$ cat config.mk
export PLATFORM = sky130hd
export DESIGN_NAME = serial_add_ctrl
export DESIGN_NICKNAME = d
export VERILOG_FILES = /design/src/rtl/serial_add_pkg.sv /design/src/rtl/serial_fa_cell.sv /design/src/rtl/serial_add_ctrl.sv
export SDC_FILE = /design/constraint.sdc
export NUM_CORES = 1
export LEC_CHECK = 0
export ABC_CLOCK_PERIOD_IN_PS = 1200
export CAP_MARGIN = 0
export CELL_PAD_IN_SITES_DETAIL_PLACEMENT = 0
export CELL_PAD_IN_SITES_GLOBAL_PLACEMENT = 1
export CORE_AREA = 3 3 66 53
export CTS_BUF_LIST = sky130_fd_sc_hd__clkbuf_4
export DETAILED_ROUTE_END_ITERATION = 10
export DIE_AREA = 0 0 69 56
export PLACE_DENSITY = 0.83
export SLEW_MARGIN = 0
export SYNTH_ARGS = -nofsm -noshare
export SYNTH_HDL_FRONTEND = slang
export SYNTH_SLANG_ARGS = --single-unit
$ cat constraint.sdc
create_clock -name clk -period 1.2 [get_ports clk]
set_input_delay 0.24 -clock clk [delete_from_list [all_inputs] [get_ports clk]]
set_output_delay 0.24 -clock clk [all_outputs]
set_load 0.01 [all_outputs]
$ cat src/rtl/serial_add_pkg.sv
// Shared definitions for the bit-serial adder controller: state encoding,
// default operand width and the bit-counter width helper.
package serial_add_pkg;

  localparam int DEFAULT_WIDTH = 5;

  typedef enum logic [1:0] {
    IDLE  = 2'd0,
    SHIFT = 2'd1,
    DONE  = 2'd2
  } state_e;

  // Counter must hold bit indices 0..width-1; never narrower than one bit.
  function automatic int cntWidth(input int width);
    return (width < 2) ? 1 : $clog2(width);
  endfunction

endpackage

$ cat src/rtl/serial_fa_cell.sv
// One-bit full adder with its own carry flop. The carry can be loaded
// synchronously (0 or 1) ahead of a serial operation and advances only
// when enabled. carryNext_o exposes the carry the next edge would store.
module serial_fa_cell (
  input  logic clk,
  input  logic reset,
  input  logic en_i,
  input  logic load_i,
  input  logic loadVal_i,
  input  logic a_i,
  input  logic b_i,
  output logic sumBit_o,
  output logic carryNext_o
);

  logic carry_q;
  logic carry_d;

  // Sum and majority carry of the current bit pair plus the stored carry.
  always_comb begin
    sumBit_o    = a_i ^ b_i ^ carry_q;
    carryNext_o = (a_i & b_i) | (a_i & carry_q) | (b_i & carry_q);
  end

  // A load takes priority so a new operation always starts from a known carry-in.
  always_comb begin
    carry_d = carry_q;
    if (load_i) begin
      carry_d = loadVal_i;
    end else if (en_i) begin
      carry_d = carryNext_o;
    end
  end

  // Carry flop, cleared immediately by reset.
  always_ff @(posedge clk or posedge reset) begin
    if (reset) begin
      carry_q <= 1'b0;
    end else begin
      carry_q <= carry_d;
    end
  end

endmodule

$ cat src/rtl/serial_add_ctrl.sv
// Sequencing controller for a bit-serial adder. Operands are captured on
// start, streamed LSB-first through serial_fa_cell one bit per clock, and
// the serial sum is reassembled into a (WIDTH+1)-bit result with a done pulse.
// Optional subtraction is built in when SERIAL_ADD_CTRL_SUB_EN is defined.
module serial_add_ctrl
  import serial_add_pkg::*;
#(
  parameter int WIDTH = DEFAULT_WIDTH
) (
  input  logic             clk,
  input  logic             reset,
  input  logic             start,
  input  logic [WIDTH-1:0] a_in,
  input  logic [WIDTH-1:0] b_in,
`ifdef SERIAL_ADD_CTRL_SUB_EN
  input  logic             sub,
`endif
  output logic             busy,
  output logic             done,
  output logic [WIDTH:0]   sum
);

  localparam int CW = cntWidth(WIDTH);
  localparam logic [CW-1:0] LAST_BIT = CW'(WIDTH - 1);

  state_e state_q;
  state_e state_d;

  logic [WIDTH-1:0] aShift_q;
  logic [WIDTH-1:0] aShift_d;
  logic [WIDTH-1:0] bShift_q;
  logic [WIDTH-1:0] bShift_d;
  logic [CW-1:0]    cnt_q;
  logic [CW-1:0]    cnt_d;
  logic [WIDTH:0]   result_q;
  logic [WIDTH:0]   result_d;

  logic accept;
  logic shiftEn;
  logic lastBit;
  logic bOperand;
  logic carryLoadVal;
  logic sumBit;
  logic carryNext;

  assign accept  = (state_q == IDLE) && start;
  assign shiftEn = (state_q == SHIFT);
  assign lastBit = shiftEn && (cnt_q == LAST_BIT);

`ifdef SERIAL_ADD_CTRL_SUB_EN
  logic subSel_q;
  logic subSel_d;

  // Subtract select is latched at acceptance so later changes on sub are harmless.
  always_comb begin
    subSel_d = subSel_q;
    if (accept) begin
      subSel_d = sub;
    end
  end

  // Subtract-select flop.
  always_ff @(posedge clk or posedge reset) begin
    if (reset) begin
      subSel_q <= 1'b0;
    end else begin
      subSel_q <= subSel_d;
    end
  end

  // Two's-complement subtract: invert B and start with a carry of one.
  assign bOperand     = bShift_q[0] ^ subSel_q;
  assign carryLoadVal = sub;
`else
  assign bOperand     = bShift_q[0];
  assign carryLoadVal = 1'b0;
`endif

  serial_fa_cell u_fa (
    .clk         (clk),
    .reset       (reset),
    .en_i        (shiftEn),
    .load_i      (accept),
    .loadVal_i   (carryLoadVal),
    .a_i         (aShift_q[0]),
    .b_i         (bOperand),
    .sumBit_o    (sumBit),
    .carryNext_o (carryNext)
  );

  // State register.
  always_ff @(posedge clk or posedge reset) begin
    if (reset) begin
      state_q <= IDLE;
    end else begin
      state_q <= state_d;
    end
  end

  // Next state: start only matters in IDLE; SHIFT runs until the last bit.
  always_comb begin
    state_d = state_q;
    case (state_q)
      IDLE:    if (start)   state_d = SHIFT;
      SHIFT:   if (lastBit) state_d = DONE;
      DONE:    state_d = IDLE;
      default: state_d = IDLE;
    endcase
  end

  // Status outputs decode straight from the state register.
  always_comb begin
    busy = 1'b0;
    done = 1'b0;
    case (state_q)
      SHIFT:   busy = 1'b1;
      DONE: begin
        busy = 1'b1;
        done = 1'b1;
      end
      default: begin
        busy = 1'b0;
        done = 1'b0;
      end
    endcase
  end

  // Operand, counter and result next values; the result only moves during SHIFT.
  always_comb begin
    aShift_d = aShift_q;
    bShift_d = bShift_q;
    cnt_d    = cnt_q;
    result_d = result_q;
    if (accept) begin
      aShift_d = a_in;
      bShift_d = b_in;
      cnt_d    = '0;
    end else if (shiftEn) begin
      aShift_d = aShift_q >> 1;
      bShift_d = bShift_q >> 1;
      cnt_d    = cnt_q + CW'(1);
      result_d[WIDTH-1:0] = {sumBit, result_q[WIDTH-1:1]};
      if (lastBit) begin
        result_d[WIDTH] = carryNext;
      end
    end
  end

  // Datapath registers, all cleared immediately by reset.
  always_ff @(posedge clk or posedge reset) begin
    if (reset) begin
      aShift_q <= '0;
      bShift_q <= '0;
      cnt_q    <= '0;
      result_q <= '0;
    end else begin
      aShift_q <= aShift_d;
      bShift_q <= bShift_d;
      cnt_q    <= cnt_d;
      result_q <= result_d;
    end
  end

  assign sum = result_q;

endmodule

==> impl_metrics.env <==
export IMPL_outcome="complete, but fails checks"
export IMPL_violations="negative setup slack"
export IMPL_clock_fmax_mhz=713.8
export IMPL_crit_path_max_fanout=4
export IMPL_worst_ep_required_time_ps=1400
export IMPL_drc_errors=0
export IMPL_syn_num_nets=113
export IMPL_finClkSkew_ps=3.507
export IMPL_fp_dieW_um=69
export IMPL_slowest_delay_ps=420
export IMPL_grt_max_degree=25
export IMPL_tritoncts="done"
export IMPL_crit_path_end_kind="flip-flop"
export IMPL_synthCells=92
export IMPL_core_area_um2=2893
export IMPL_rsz0062_at_grt="true"
export IMPL_drtAntennaViolNets=0
export IMPL_io_pins=21
export IMPL_n_antenna_cell=0
export IMPL_worst_slew_pin_slew_ps=237.2
export IMPL_nFillCells=254
export IMPL_insertion_delay_ps=300
export IMPL_power_density_nw_per_um2=2735
export IMPL_drive_above_1_share_pct=39.53
export IMPL_multiInputGateArea_um2=574.3
export IMPL_hold_violations=0
export IMPL_gp_congestion=0.6725
export IMPL_synthTopCellsByArea="dfrtp_1 51%, mux2i_1 9.2%, ha_1 8.1%, mux2_2 5.2%, o21ai_1 4.2%"
export IMPL_cts_root_buffer="clkbuf_4"
export IMPL_synthesis_area_um2=1085
export IMPL_p_total_mw=4.340
export IMPL_timing_critical_path_max_delay_family="flip-flops"
export IMPL_synth_seq_cells=22
export IMPL_relSlewSlack_pct=84.18
export IMPL_grt_usage_pct=11.40
export IMPL_drt_total_wl_mm=1.971
export IMPL_max_cap_viol_count=0
export IMPL_critPathLaunch="state_q[1]"
export IMPL_synthToLayoutAreaGrowth_pct=46.25
export IMPL_r2r_end="state_q[0]"
export IMPL_cp_start_kind="flip-flop"
export IMPL_vias=757
export IMPL_cts_hold_buf=0
export IMPL_p_leak_nw=0.7438
export IMPL_hpwl_mm=1.490
export IMPL_setup_violations=24
export IMPL_h_tree_depth=1
export IMPL_seq_area_um2=550.5
export IMPL_yosys_area_top_type="dfrtp_1"
export IMPL_r2r_slack_ps=-200
export IMPL_vias_per_cell=4.533
export IMPL_r2r_start="state_q[1]"
export IMPL_first_pass_iters=4
export IMPL_tns_ps=-3214
export IMPL_grt_pass1_vias=818
export IMPL_grt_overflow_total=0
export IMPL_routedWlPerCell_um=11.80
export IMPL_cp_arrival_ps=1600
export IMPL_cts_buffer_depth=2
export IMPL_irDropWorstVdd_v=0.001305
export IMPL_port_buffers=20
export IMPL_finalCritPeriodShare_pct=116.7
export IMPL_ff2ff_path_depth=5
export IMPL_crit_chain="inv_2, buf_6, ha_4, a21oi_4, mux2_4"
export IMPL_drv_slew=0
export IMPL_crit_type="flip-flop to flip-flop"
export IMPL_antenna_found_initial=0
export IMPL_die_area_um2=3864
export IMPL_syn_avg_cell_area_um2=11.79
export IMPL_die_h_um=56
export IMPL_numCtsBuffers=3
export IMPL_rows=17
export IMPL_numClockSinks=22
export IMPL_start_util_pct=37.50
export IMPL_cp_buffers_inverters=2
export IMPL_yosys_warnings=0
export IMPL_hp_class="primary input to asynchronous set/reset pin"
export IMPL_cp_slowest_cell="dfrtp_1"
export IMPL_synth_distinct_cells=23
export IMPL_min_period_ps=1401
export IMPL_grt_first_pass_wirelength_mm=3.594
export IMPL_layout_setup_ws_ps=-201.0
export IMPL_ys_seq_area_share_pct=50.75
export IMPL_crit_cells=5
export IMPL_nNetsFinal=151
export IMPL_crit_end="state_q[0]"
export IMPL_clk_pin_slew_ps=120
export IMPL_drtIter0Drc=22
export IMPL_synth_top_area_share_pct=50.75
metrics by stage:
step                instances  hold slack (ps)  setup slack (ps)  instance area (µm²)  util, %
global route              167            248.3            -237.1                 1587    54.84
CTS                       166            242.3            -189.1                 1551    53.63
finish                    167            246.1            -201.0                 1587    54.84
global placement          158            491.9            -211.4                 1436    49.65
floorplan                  92            229.2            -81.78                 1122        -
detailed placement        158            503.6            -228.1                 1436    49.65
layer usage:
layer,up-vias,global-route usage (%),part of all wire [%]
met5,-,0,0
met4,0,1.671,0
met3,0,4.693,3.7
met2,14,19.29,52
met1,364,13.89,45
li1,379,-,-
flip-flops by register name, summed over array words and instances, names as in the netlist:
register,count
bShift_q,5
state_q,2
aShift_q,5
sum,6
cnt_q,3
u_fa.carry_q,1
synthesized netlist by cell type:
cell / count
nor2b_1: 1
o21ai_0: 1
dfrtp_1: 22
nor2_1: 4
o21ai_1: 9
and2_4: 1
ha_1: 7
nand2_1: 12
buf_2: 2
inv_1: 5
mux2_1: 2
a21oi_2: 1
xor2_1: 1
mux2i_1: 10
xnor2_1: 1
buf_8: 1
nand2b_1: 2
mux2_2: 5
fa_1: 1
mux2_4: 1
buf_4: 1
buf_6: 1
nand4_1: 1
cell usage in the layout (no fill, tap or decap), drive strengths merged, types with 2 or more instances in the layout:
cell / count
dfrtp: 22
o21ai: 10
clkdlybuf4s50: 12
mux2i: 10
ha: 7
mux2: 8
inv: 5
nand2b: 2
clkbuf: 7
buf: 22
nor2: 4
nand2: 12
worst min path at each step:
| stage | depth (start not counted) | to | slack [ps] | from |
|---|---|---|---|---|
| floorplan | 1 | aShift_q[0] | 230 | reset |
| global placement | 1 | sum[0] | 490 | sum[0] |
| detailed placement | 1 | sum[0] | 500 | sum[0] |
| CTS | 3 | sum[3] | 240 | reset |
| global route | 3 | aShift_q[0] | 250 | reset |
| finish | 3 | sum[4] | 250 | reset |
power by group:
part	internal (mW)	switching [mW]
registers	1.11	0.228
logic	1.47	0.980
clock network	0.338	0.222
what timing repair did:
item,CTS,global route
pin swaps,0,6
setup buffers,4,1
gates resized for setup,34,16
endpoints found under the setup margin,30,28
worst min-delay path: stages:
cell,delay (ps)
clkdlybuf4s50_1,400
inv_1,90
buf_12,180
final cells by class:
cell class / count / area share, %
timing repair buffer: 38 / 21.61
inverter: 5 / 1.183
sequential: 22 / 34.70
tap: 38 / 2.997
clock buffer: 3 / 1.420
multi-input combinational: 60 / 36.20
clock inverter: 1 / 1.893
cell families after synthesis:
group | count (synthesis) | synth area share (%)
mux | 18 | 17.88
buf+inv | 10 | 5.767
xor+xnor | 2 | 1.615
fa+ha+maj | 8 | 9.919
simple gates | 21 | 8.651
flops | 22 | 50.75
compound gates | 11 | 5.420
Note: power is estimated with default switching activity, not from simulation.
==> patch 1 (same flow settings) <==
Re-encode `state_e` (3 states) as one-hot, 3 bits wide.
--- a/src/rtl/serial_add_pkg.sv
+++ b/src/rtl/serial_add_pkg.sv
@@ -5,8 +5,8 @@
   localparam int DEFAULT_WIDTH = 5;
 
-  typedef enum logic [1:0] {
-    IDLE  = 2'd0,
-    SHIFT = 2'd1,
-    DONE  = 2'd2
+  typedef enum logic [2:0] {
+    IDLE  = 3'b001,
+    SHIFT = 3'b010,
+    DONE  = 3'b100
   } state_e;
 
Function: no difference found for any inputs over 10 cycles, from zero or initial values and one cycle with reset high; not proved beyond that.
==> patch 1 against the unedited design <==
The run still ends with setup timing left; area after synthesis decreased by 5.8%; setup slack lost 0.18 ns; sequential cell count increased by 1; cell area is essentially flat; global-route usage increased by 1.1 points; wire length is 21% higher; synthesized cell count increased by 17%; total power down 20%; largest power group unchanged; highest routed layer is now met4.
==> patch 1: results (changes against the unedited design) <==
metric	value	unit	change
Hold WS	0.250	ns	+0.00432 ns
vias in the first global route	929		+14%
post-CTS sizing	31		-8.8%
initial antenna violation count	0		unchanged
Max-Cap Viols	0		unchanged
CP Data Arrival Time	1.78	ns	+0.18 ns
Inst Count DP	175		+11%
# diodes	0		unchanged
post-CTS setup buffers	8		+4
Comb pwr share	51.1	%	-5.3 points
Post-Layout Cell Count	192		+15%
clock buffer depth	2		unchanged
reg2reg end	bShift_q[3]		
fill cell count	269		+5.9%
Clk Latency, worst-skew pair	0.30	ns	about the same
VDD IR max	1.03	mV	-21%
final worst slack	-0.378	ns	-0.177 ns
post-DP HPWL	1.49	mm	-0.26%
Slew @ Worst Pin	0.258	ns	+0.0211 ns
total power	3460	uW	-20%
Post-Syn Nets	124		+9.7%
Placed Area	1400	um^2	-2.7%
Reg power frac	38.1	%	+7.4 points
first-pass GRT wire length	4.00	mm	+11%
DP Worst Slack	-0.409	ns	-0.181 ns
Final Skew	0.00439	ns	+0.000885 ns
PortBufs	20		unchanged
Placer Congestion	0.751		+12%
distinct cell type count after synthesis	21		-8.7%
CTS buffer count	3		unchanged
largest net degree at the start of global routing	24		-4.0%
Tot GR Track Use	12.5	%	+1.1 points
Hold Path Class	input pin to asynchronous set/reset pin		
vias per inst	4.70		+3.6%
layout cell share with drive strength beyond 1	34.4	%	-5.1 points
Crit Path Max Fanout	8		+4
Internal	2240	uW	-23%
WL/cell	12.5	um	+5.5%
fin nets	171		+13%
Synth area leaders	dfrtp_1, nand2_1, a21oi_1		
outcome	complete, but fails checks		
Register-to-Register Path Depth	7		+2
Setup TNS Final	-7.63	ns	-4.41 ns
1st-pass router iterations	4		unchanged
Top FF cell, synth	dfrtp_1		
Iter 0 DRT Violations	20		-9.1%
syn avg cell area	9.47	um^2	-20%
Leak	0.000763	uW	+2.6%
RR Startpoint	state_q[2]		
Synth top cells by count	nand2_1, dfrtp_1, a21oi_1		
Largest register FFs	6		unchanged
Root Driver	clkbuf_4		
Final setup violation count	25		+4.2%
post-synthesis sequential area ratio	56.4	%	+5.7 points
failing checks	setup timing		
Synthesis Warnings	0		unchanged
-- patch 1: cell count changes in the layout (fill, tap and decap cells not counted), moves of 2 or more --
cell and delta:
nand2_1 +20, a21oi_1 +18, mux2i_1 -10, o21ai_1 -9
mux2_4 -7, buf_4 +5, nor2_1 +4, ha_4 -3
a21oi_2 +2, a22o_1 +2, buf_12 +2, clkbuf_2 +2
inv_2 -2, nor2_4 +2
-- patch 1: cells by family after synthesis --
| family | Yosys count | synth area share (%) |
|---|---|---|
| simple gates | 49 | 21.8 |
| compound gates | 23 | 12.0 |
| flops | 23 | 56.4 |
| buf+inv | 9 | 4.28 |
| fa+ha+maj | 3 | 4.41 |
| mux | 1 | 1.10 |
-- patch 1: cell type report --
type / instances / area (um^2) / area share, %
timing repair buffer: 47 / 447 / 28.1
tap: 38 / 47.5 / 2.99
inverter: 4 / 15.0 / 0.946
clock buffer: 4 / 30.0 / 1.89
sequential: 23 / 577 / 36.3
multi-input combinational: 76 / 472 / 29.7
-- patch 1: worst max path at each step --
stage / slack, ns / endpoint / from / depth (start not counted)
CTS: -0.36 / cnt_q[2] / state_q[2] / 5
global placement: -0.35 / busy / state_q[0] / 3
global route: -0.44 / bShift_q[1] / state_q[2] / 7
finish: -0.38 / bShift_q[3] / state_q[2] / 7
floorplan: -0.21 / sum[5] / state_q[2] / 4
detailed placement: -0.41 / busy / state_q[2] / 3
-- patch 1: routing by layer --
layer	vias to the layer above	GRT usage [%]	routed length, um
met1	420	14.6	1060
met2	31	21.1	1140
met5	-	0	0
li1	447	-	-
met4	0	3.06	23
met3	4	5.42	176
-- patch 1: critical path, cell delays in order (launching register included) --
cell,delay (ns)
dfrtp_1,0.41
buf_6,0.13
buf_6,0.11
or3b_4,0.41
buf_4,0.16
clkbuf_16,0.15
nand2_1,0.06
a21oi_1,0.06
==> patch 2 (config.mk and constraints unchanged) <==
Without the edit above. `DEFAULT_WIDTH`: 5 -> 6.
--- a/src/rtl/serial_add_pkg.sv
+++ b/src/rtl/serial_add_pkg.sv
@@ -3,5 +3,5 @@
 package serial_add_pkg;
 
-  localparam int DEFAULT_WIDTH = 5;
+  localparam int DEFAULT_WIDTH = 6;
 
   typedef enum logic [1:0] {
Interface: changed (resized a_in, b_in and sum); port bits go from 21 to 24. No check against the original RTL was run, so the function may have changed too.
==> patch 2 against the unedited design <==
The run still ends with setup timing left; area after synthesis grew 14%; worst hold slack lost 0.021 ns; setup slack lost 0.021 ns; wire length grew 18%; sequential cell count grew 3; core utilization grew 7.1 points; total power grew 8.6%; combinational power grew 16%; cell area grew 13%; largest power group unchanged; highest routed layer is now met4.
==> patch 2: results (changes against the unedited design) <==
metric	value	unit	change
outcome	complete, but fails checks		
failing checks	setup timing		
met2 routed WL	1.12	mm	+9.7%
distinct cell type count after synthesis	22		-4.3%
Final Skew	0.0174	ns	+0.0139 ns
Setup TNS Final	-4.43	ns	-1.22 ns
mux cell area share after synthesis	18.3	%	+0.44 points
WL/cell	12.6	um	+6.8%
layout cell share with drive strength beyond 1	39.5	%	-0.079 points
Post-Syn Nets	125		+11%
Hold Path Class	input pin to asynchronous set/reset pin		
Post-Synth XOR/XNOR Area	1.42	%	-0.20 points
DR top layer	met4		
Crit Path Max Fanout	6		+2
met1 Track Usage GR	15.8	%	+1.9 points
largest net degree at the start of global routing	29		+16%
CTS clk-pin slew, worst paths	0.15	ns	+0.03 ns
Yosys top cell area share	50.6	%	-0.14 points
max incr delay on CP	0.38	ns	-0.04 ns
Synth top cells by count	dfrtp_1, nand2_1, mux2i_1		
Final setup violation count	27		+13%
Leak	0.000835	uW	+12%
routed metal-1 wire length	1.07	mm	+21%
final worst slack	-0.221	ns	-0.0205 ns
Slew @ Worst Pin	0.144	ns	-0.0929 ns
PortBufs	23		+15%
Inst Count DP	170		+7.6%
Internal	3080	uW	+5.9%
Register-to-Register Path Depth	6		+1
vias per inst	4.63		+2.1%
met2 Use GR	22.3	%	+3.0 points
first-pass GRT wire length	4.15	mm	+16%
compound-gate portion of the synthesized area	5.57	%	+0.15 points
Iter 0 DRT Violations	23		+4.5%
Total Routed Length	2.33	mm	+18%
VDD IR max	1.46	mV	+12%
met3 usage	5.05	%	+0.36 points
Top FF cell, synth	dfrtp_1		
Clk Latency, worst-skew pair	0.33	ns	+0.03 ns
post-DP HPWL	1.55	mm	+4.3%
met3 WL	136	um	+86%
DP Worst Slack	-0.276	ns	-0.0483 ns
syn avg cell area	12.1	um^2	+2.8%
Synthesis Warnings	0		unchanged
CP Data Arrival Time	1.63	ns	+0.03 ns
Placer Congestion	0.757		+13%
Synth Area in Adders	8.70	%	-1.2 points
post-CTS setup buffers	10		+6
Tot GR Track Use	13.2	%	+1.8 points
Largest register FFs	7		+1
CTS buffer count	3		unchanged
post-CTS sizing	55		+62%
==> patch 2: critical path, delay by kind of cell, from the launching register on <==
family          cells  cell delay [ns]
fa+ha+maj           1             0.19
flops               1             0.38
compound gates      1             0.16
mux                 1             0.32
buf+inv             3             0.29
==> patch 2: area by class of cell <==
cell class | count | area, um^2
fill | 244 | 1100
multi-input combinational | 67 | 631
sequential | 25 | 626
timing repair buffer | 47 | 442
tap | 38 | 47.5
clock buffer | 3 | 22.5
inverter | 4 | 15.0
clock inverter | 1 | 7.51
==> patch 2: cells by family after synthesis <==
family / count (synthesis)
AOI/OAI and AO/OA: 13
and+or+nand+nor: 23
xor gates and xnor gates: 2
DFF: 25
muxes: 21
buffers and inverters: 10
adders and majority gates: 8
==> patch 2: through the flow <==
stage	instance area, um^2	power, uW	hold WS [ns]
6_report	1790	4710	0.225
5_1_grt	1790	5090	0.241
4_1_cts	1770	4640	0.221
3_5_place_dp	1620	3830	0.497
3_3_place_gp	1620	3730	0.491
2_1_floorplan	1280	3040	0.267
==> patch 2: how the worst max path moves through the flow <==
stage | from | to | slack (ns) | cells past startpoint
after floorplan | state_q[0] | state_q[0] | -0.11 | 5
after global placement | state_q[1] | busy | -0.25 | 3
after detailed placement | state_q[0] | busy | -0.28 | 3
after CTS | state_q[1] | state_q[0] | -0.23 | 6
after global routing | state_q[1] | state_q[0] | -0.27 | 6
final | state_q[1] | state_q[0] | -0.22 | 6
==> patch 2: power by group through the flow <==
stage | clock [uW] | sequential, uW | combinational (uW)
floorplan | 0 | 1540 | 1500
global route | 436 | 1540 | 3120
CTS | 399 | 1470 | 2760
finish | 384 | 1480 | 2850
global placement | 0 | 1500 | 2230
detailed placement | 0 | 1520 | 2310
